===== src/rtl/mem_bus_pkg.sv =====
// Shared types and constants for the physical memory bus initiator.
// Holds the transfer state enum, the word size and the default line and
// watchdog parameters used by mem_line_master and mem_xfer_watchdog.
package mem_bus_pkg;

    // Bytes per bus word; the low address bits below a word are always zero.
    localparam int WORD_BYTES = 4;

    // Default line geometry and watchdog limit.
    localparam int DEF_WORDS_PER_LINE = 4;
    localparam int DEF_TIMEOUT        = 64;

    typedef enum logic [1:0] {
        ST_IDLE   = 2'd0,
        ST_ACCESS = 2'd1,
        ST_GAP    = 2'd2,
        ST_DONE   = 2'd3
    } xfer_state_e;

    // Number of address bits that select a byte inside one word.
    function automatic int byte_bits();
        return $clog2(WORD_BYTES);
    endfunction

endpackage


===== src/rtl/mem_xfer_watchdog.sv =====
// Access watchdog: counts cycles spent waiting for the memory acknowledge.
// Ports: clk, clrn (async active-low reset), clr (zero the count),
//        en (count this cycle), expired (en and TIMEOUT cycles reached).
module mem_xfer_watchdog #(
    parameter int TIMEOUT = 64
) (
    input  logic clk,
    input  logic clrn,
    input  logic clr,
    input  logic en,
    output logic expired
);

    localparam int CW = (TIMEOUT < 2) ? 1 : $clog2(TIMEOUT + 1);

    logic [CW-1:0] cnt_q;
    logic [CW-1:0] cnt_d;

    // expired fires during the TIMEOUT-th enabled cycle, so the owner can
    // leave on that same clock edge.
    assign expired = en && (cnt_q == CW'(TIMEOUT - 1));

    always_comb begin
        cnt_d = cnt_q;
        if (clr) begin
            cnt_d = '0;
        end else if (en && !expired) begin
            cnt_d = cnt_q + 1'b1;
        end
    end

    always_ff @(posedge clk or negedge clrn) begin
        if (!clrn) begin
            cnt_q <= '0;
        end else begin
            cnt_q <= cnt_d;
        end
    end

endmodule


===== src/rtl/mem_line_master.sv =====
// Cache-line transfer initiator for the physical memory bus. Moves one line
// as single-word strobe/rw/ready transactions, critical word first with wrap.
// Ports: req_* (line request from cache, req_ready high only when idle),
//        wb_idx/wb_data (writeback word select and data from cache array),
//        fill_valid/fill_idx/fill_data (registered fill word pulse),
//        done/err (end-of-transfer pulse, err on watchdog abort),
//        mem_* (physical memory bus, mem_dout valid only with mem_ready).
// Build option: define MEM_TIMEOUT_EN to enable the access watchdog, which
// aborts the remaining line after TIMEOUT unacknowledged ACCESS cycles.
module mem_line_master
    import mem_bus_pkg::*;
#(
    parameter int WORDS_PER_LINE = DEF_WORDS_PER_LINE,
    parameter int TIMEOUT        = DEF_TIMEOUT,
    localparam int IW = $clog2(WORDS_PER_LINE),
    localparam int BW = $clog2(WORD_BYTES)
) (
    input  logic          clk,
    input  logic          clrn,
    input  logic          req_valid,
    output logic          req_ready,
    input  logic          req_write,
    input  logic [31:0]   req_addr,
    output logic [IW-1:0] wb_idx,
    input  logic [31:0]   wb_data,
    output logic          fill_valid,
    output logic [IW-1:0] fill_idx,
    output logic [31:0]   fill_data,
    output logic          done,
    output logic          err,
    output logic [31:0]   mem_a,
    output logic [31:0]   mem_din,
    output logic          mem_strobe,
    output logic          mem_rw,
    input  logic [31:0]   mem_dout,
    input  logic          mem_ready
);

    localparam int LB = IW + BW;

    if (WORDS_PER_LINE < 2 || WORDS_PER_LINE > 16 ||
        (WORDS_PER_LINE & (WORDS_PER_LINE - 1)) != 0 ||
        TIMEOUT < 1 || BW != byte_bits()) begin : g_bad_cfg
        $error("mem_line_master: illegal parameter values");
    end

    xfer_state_e   state_q, state_d;
    logic [31:LB]  base_q, base_d;
    logic          write_q, write_d;
    logic [IW-1:0] idx_q, idx_d;
    logic [IW-1:0] cnt_q, cnt_d;
    logic          req_ready_q, req_ready_d;
    logic          strobe_q, strobe_d;
    logic          fill_valid_q, fill_valid_d;
    logic [IW-1:0] fill_idx_q, fill_idx_d;
    logic [31:0]   fill_data_q, fill_data_d;
    logic          done_q, done_d;
    logic          err_q, err_d;

    logic          wd_expired;
    logic          last_word;

`ifdef MEM_TIMEOUT_EN
    // Held clear outside ACCESS so every word starts a fresh count.
    mem_xfer_watchdog #(
        .TIMEOUT(TIMEOUT)
    ) u_watchdog (
        .clk    (clk),
        .clrn   (clrn),
        .clr    (state_q != ST_ACCESS),
        .en     (state_q == ST_ACCESS),
        .expired(wd_expired)
    );
`else
    assign wd_expired = 1'b0;
`endif

    // idx wraps naturally at IW bits; cnt tracks words already moved.
    assign last_word = (cnt_q == IW'(WORDS_PER_LINE - 1));

    always_comb begin
        state_d      = state_q;
        base_d       = base_q;
        write_d      = write_q;
        idx_d        = idx_q;
        cnt_d        = cnt_q;
        req_ready_d  = req_ready_q;
        strobe_d     = strobe_q;
        fill_valid_d = 1'b0;
        fill_idx_d   = fill_idx_q;
        fill_data_d  = fill_data_q;
        done_d       = 1'b0;
        err_d        = 1'b0;

        unique case (state_q)
            ST_IDLE: begin
                if (req_valid) begin
                    base_d      = req_addr[31:LB];
                    write_d     = req_write;
                    idx_d       = req_addr[LB-1:BW];
                    cnt_d       = '0;
                    req_ready_d = 1'b0;
                    strobe_d    = 1'b1;
                    state_d     = ST_ACCESS;
                end
            end
            ST_ACCESS: begin
                // An acknowledge in the expiry cycle still completes the word.
                if (mem_ready) begin
                    if (!write_q) begin
                        fill_valid_d = 1'b1;
                        fill_idx_d   = idx_q;
                        fill_data_d  = mem_dout;
                    end
                    strobe_d = 1'b0;
                    state_d  = ST_GAP;
                end else if (wd_expired) begin
                    strobe_d = 1'b0;
                    done_d   = 1'b1;
                    err_d    = 1'b1;
                    state_d  = ST_DONE;
                end
            end
            ST_GAP: begin
                idx_d = idx_q + 1'b1;
                cnt_d = cnt_q + 1'b1;
                if (last_word) begin
                    done_d  = 1'b1;
                    state_d = ST_DONE;
                end else begin
                    strobe_d = 1'b1;
                    state_d  = ST_ACCESS;
                end
            end
            ST_DONE: begin
                req_ready_d = 1'b1;
                state_d     = ST_IDLE;
            end
            default: begin
                req_ready_d = 1'b1;
                strobe_d    = 1'b0;
                state_d     = ST_IDLE;
            end
        endcase
    end

    always_ff @(posedge clk or negedge clrn) begin
        if (!clrn) begin
            state_q      <= ST_IDLE;
            base_q       <= '0;
            write_q      <= 1'b0;
            idx_q        <= '0;
            cnt_q        <= '0;
            req_ready_q  <= 1'b1;
            strobe_q     <= 1'b0;
            fill_valid_q <= 1'b0;
            fill_idx_q   <= '0;
            fill_data_q  <= '0;
            done_q       <= 1'b0;
            err_q        <= 1'b0;
        end else begin
            state_q      <= state_d;
            base_q       <= base_d;
            write_q      <= write_d;
            idx_q        <= idx_d;
            cnt_q        <= cnt_d;
            req_ready_q  <= req_ready_d;
            strobe_q     <= strobe_d;
            fill_valid_q <= fill_valid_d;
            fill_idx_q   <= fill_idx_d;
            fill_data_q  <= fill_data_d;
            done_q       <= done_d;
            err_q        <= err_d;
        end
    end

    // Address, direction and data only move at state changes, so they hold
    // steady for the whole ACCESS phase.
    assign mem_a      = {base_q, idx_q, {BW{1'b0}}};
    assign mem_rw     = write_q & strobe_q;
    assign mem_din    = wb_data;
    assign mem_strobe = strobe_q;
    assign wb_idx     = idx_q;
    assign req_ready  = req_ready_q;
    assign fill_valid = fill_valid_q;
    assign fill_idx   = fill_idx_q;
    assign fill_data  = fill_data_q;
    assign done       = done_q;
    assign err        = err_q;

endmodule


===== config.mk =====
export PLATFORM = sky130hd
export DESIGN_NAME = mem_line_master
export DESIGN_NICKNAME = d
export VERILOG_FILES = /design/src/rtl/mem_bus_pkg.sv /design/src/rtl/mem_xfer_watchdog.sv /design/src/rtl/mem_line_master.sv
export SDC_FILE = /design/constraint.sdc
export NUM_CORES = 1
export LEC_CHECK = 0
export ABC_CLOCK_PERIOD_IN_PS = 2350
export CAP_MARGIN = 20
export CORE_MARGIN = 5
export CORE_UTILIZATION = 36
export DETAILED_ROUTE_END_ITERATION = 8
export PLACE_DENSITY = 0.79
export SLEW_MARGIN = 25
export SYNTH_ARGS = -nofsm -noshare
export SYNTH_HDL_FRONTEND = slang
export SYNTH_HIERARCHICAL = 1
export SYNTH_SLANG_ARGS = --single-unit

===== constraint.sdc =====
create_clock -name clk -period 2.35 [get_ports clk]
set_input_delay 0.47 -clock clk [delete_from_list [all_inputs] [get_ports clk]]
set_output_delay 0.47 -clock clk [all_outputs]
set_load 0.02 [all_outputs]

# After elaboration in Yosys (flattened, before gate mapping)
# Index checks and enable logic that the tools add are counted.
# W data, S select, Z words.
# word_totals
mem_bits_rw	0
inputBits	101
latch_bits	0
romBits	0
memories	0
ff_bits	73
# op_classes
mux	19
shift	0
n_eq_ne	7
n_lt_le_gt_ge	0
n_bitwise	2
mul	0
n_reduce_logical	10
n_div	0
addsub	2
# ops
cell	count
$mux W2	5
$mux W1	9
$pmux W2 S2	2
$pmux W2 S4	1
$reduce_and A2 Y1	4
$eq A2 B2 Y1 const B	3
$ne A2 B2 Y1 const B	3
$add A2 B1 Y2 const B	2
$reduce_and A4 Y1	1
$reduce_bool A2 Y1	2
$pmux W1 S3	1
$reduce_and A3 Y1	1
$reduce_bool A3 Y1	1
$eq A2 B1 Y1 const B	1
$logic_not A2 Y1	1
$pmux W1 S2	1
$and A1 B1 Y1	1
$not A1 Y1	1

# Logic depth before layout (Yosys ltp)
# logic_depth
word_depth	3
ltp_mapped	5
ltp_nobuf	4

# Worst setup path after synthesis
# No wires, ideal clock.
# synth_timing
path_type	flip-flop to flip-flop
startpoint	reg state_q[0]
endpoint	reg fill_data_q[0] (netlist: fill_data[0])
stages_incl_launch_ff	6
arrival_ns	1.518
path_buffers	2
setup_ns	0.125
synth_period_minus_slack_ns	1.643
setup_slack_ns	0.707
path_cell_list	dfrtp_1 -> buf_6 -> inv_2 -> nor4_4 -> buf_6 -> mux2_2
# synth_via
elab_chain_len	2
# synth_rtl
element	line_no	source
start, declared	mem_line_master.sv:47	xfer_state_e state_q, state_d;
start signal, assigned	mem_line_master.sv:162	state_q <= state_d;
$eq A2 B1 Y1	mem_line_master.sv:95	unique case (state_q)
$reduce_and A3 Y1 (no source line)	n/a	
end signal, assigned	mem_line_master.sv:171	fill_data_q <= fill_data_d;
end, declared	mem_line_master.sv:56	logic [31:0] fill_data_q, fill_data_d;
# Every way passes these cells.
# A chain may end at the register's enable or synchronous reset.

# Final worst setup path
# layout_timing
startpoint	reg write_q
endpoint	out mem_rw
# layout_via
elab_chain_len	1
# layout_rtl
element	line_no	source
start, declared	mem_line_master.sv:49	logic write_q, write_d;
start signal, assigned	mem_line_master.sv:164	write_q <= write_d;
$and A1 B1 Y1	mem_line_master.sv:180	assign mem_rw = write_q & strobe_q;
end, declared	mem_line_master.sv:34	output logic mem_rw,
# Every way passes these cells.

==> out/qor.yml <==
status: "finished clean"
post-cts-setup-buffers: 0
fin_crit_ns: 1.98
coreArea_mm2: 0.00826
setup_tns_ns: 0
htree_levels: 3
path_clk_slew_ns: 0.08
drt_wl_total_um: 6910
die_y_um: 102
drive_gt1_frac: 0.273
area_growth_pct: 47.8
crit_type: "reg2out"
cts_resized: 0
fin_skew_ns: 0.00885
clockBufferDepth: 2
ys_seq_elements: 73
track_usage: 0.132
cp_slowest_stage_delay_ns: 0.62
grt_pass1_wl_um: 10700
antenna_found_initial: 0
core.rowCount: 33
grt_max_degree: 40
io_buffers: 137
vias_per_cell: 4.64
p_sw_frac: 0.344
layout.nets: 423
drt-initial-drc-count: 53
drv_slew: 0
clockRootBuffer: "clkbuf_8"
grt-ovfl-total: 0
avgSynthCellArea_um2: 14.5
dr.pass1.iters: 3
vias: 2000
whs_ns: 0.0705
first_global_vias: 2212
synth.distinct_cells: 27
post-route-period-util: 0.843
p_clk_frac: 0.178
min_path_type: "in2async"
seqPwrFrac: 0.342
gp_congestion: 0.730
power.density_mw_per_mm2: 1450
dpl.hpwl_um: 5210
setup_viol: 0
drc: 0
crit_chain: "and2_1 > clkdlybuf4s50_1"
cts_tree: "done"
end_kind: "output pin"
syn_area_mm2: 0.00308
drv_cap: 0
diodes: 0
power_switching_mw: 2.27
hold_viol_final: 0
die_area_mm2: 0.0105
numCtsBuffers: 9
cts_hold_buf: 0
power.internal_mw: 4.33
combPwrFrac: 0.479
worstPathRequired_ns: 1.88
syn-instance-count: 213
ys_seq_area_frac: 0.594
setup_ws_ns: 0.368
cts_sinks: 73
synth_warnings: 6
cp.arrival_ns: 1.51
io_pins: 207
initial_core_util: 0.373
dpl_worst_slack_ns: 0.243
ir_drop_uv: 752
die_w_um: 102
max_clock_freq_ghz: 0.505
worst_path_max_delay_cell: "clkdlybuf4s50_1"
path_max_fanout: 3
clk_latency_ns: 0.34
ant_nets: 0
post_drt_wl_per_cell_um: 16.0
critPathLaunchType: "flop"
p_leak_nw: 1.86
rsz0062_at_grt: "false"
[logic make-up after synthesis]
logic type	after synthesis	synth area share
AO/OA/AOI/OAI	13	0.0285
other	1	0.00122
multiplexers	63	0.230
adder cells (fa/ha/maj)	1	0.00406
AND/OR/NAND/NOR	14	0.0272
flip-flops	73	0.594
buffers and inverters	48	0.115
[stage by stage]
stage / util / area (um^2) / total power, mW / cells
3_5_place_dp: 0.522 / 4310 / 5.51 / 415
5_1_grt: 0.551 / 4550 / 6.99 / 431
6_report: 0.551 / 4550 / 6.60 / 431
4_1_cts: 0.551 / 4550 / 6.72 / 431
3_3_place_gp: 0.522 / 4310 / 5.41 / 415
2_1_floorplan: - / 3090 / 4.01 / 215
[layout make-up]
type	count	area, um^2
fillers	708	3710
flip-flops and latches	73	1830
repair buffers	140	1430
multi-input cells	94	907
well taps	105	131
clock buffers	9	124
clock inverters	7	119
inverters	3	11.3
[power by group through the flow]
| stage | sequential (mW) | combinational, mW | clock [mW] |
|---|---|---|---|
| 5_1_grt | 2.35 | 3.36 | 1.28 |
| 6_report | 2.26 | 3.16 | 1.18 |
| 3_5_place_dp | 2.29 | 3.22 | 0 |
| 2_1_floorplan | 2.95 | 1.06 | 0 |
| 4_1_cts | 2.27 | 3.23 | 1.22 |
| 3_3_place_gp | 2.24 | 3.16 | 0 |
[worst paths after layout]
path                            endpoint  cells past startpoint  slack, ns        from
setup reg to reg           fill_data[28]                      4       0.62  state_q[0]
hold / removal                base_q[13]                      1       0.07        clrn
hold reg to reg                 cnt_q[0]                      1       0.50    cnt_q[0]
max in group asynchronous      req_ready                      2       1.64        clrn
setup / recovery                  mem_rw                      2       0.37     write_q
min in group clk                cnt_q[0]                      1       0.50    cnt_q[0]
[registers in the layout, indices dropped and copies added (netlist names)]
name / flops
wb_idx: 2
fill_idx: 2
fill_data: 32
state_q: 2
write_q: 1
req_ready: 1
mem_strobe: 1
base_q: 28
fill_valid: 1
done: 1
cnt_q: 2
[metal layers]
metal  global-route usage  routed length [um]  vias to the layer above
li1                     -                   -                      908
met1                0.138                2390                      961
met2                0.221                3450                      113
met3               0.0805                 956                       18
met4               0.0414                 102                        0
met5                    0                   0                        -
[critical path: cells and delay by family, from the launching register on]
kind                   cells  cell delay (ns)
buffers and inverters      1             0.62
flip-flops                 1             0.41
AND/OR/NAND/NOR            1             0.15
[cell usage in the layout, fill, tap and decap left out]
cell type	count
mux2_2	63
dfstp_2	1
or2_2	1
conb_1	3
nor4_4	1
buf_12	3
o22a_1	1
and2_1	1
clkinvlp_4	2
o31ai_1	2
buf_4	1
clkbuf_8	9
clkdlybuf4s50_1	136
nor2_1	4
nor2b_1	1
dfrtp_1	72
ha_1	1
o21ai_0	2
a31o_2	1
o21bai_1	1
a21oi_1	3
a32o_1	1
inv_1	2
a31oi_1	2
nor3b_1	1
nor2_2	1
nand2b_1	1
nand2_1	3
inv_2	1
clkinv_2	1
clkinv_4	1
bufinv_16	3
[synth_stat cells]
cell type  instances  area [um^2]
dfrtp_1           72         1800
mux2_2            63          709
buf_4             37          278
nor2_1             5         18.8
buf_6              4         45.0
a21oi_1            3         15.0
buf_2              3         15.0
nand2_1            3         11.3
a31oi_1            2         12.5
inv_1              2         7.51
o21ai_0            2         10.0
o31ai_1            2         15.0
a31o_2             1         8.76
a32o_1             1         10.0
and2_1             1         6.26
clkbuf_1           1         3.75
conb_1             1         3.75
dfstp_2            1         26.3
ha_1               1         12.5
inv_2              1         3.75
nand2b_1           1         6.26
nor2b_1            1         6.26
nor3b_1            1         7.51
nor4_4             1         21.3
o21bai_1           1         7.51
o22a_1             1         8.76
or2_2              1         6.26
No activity file was read; power rests on OpenSTA's default activity.
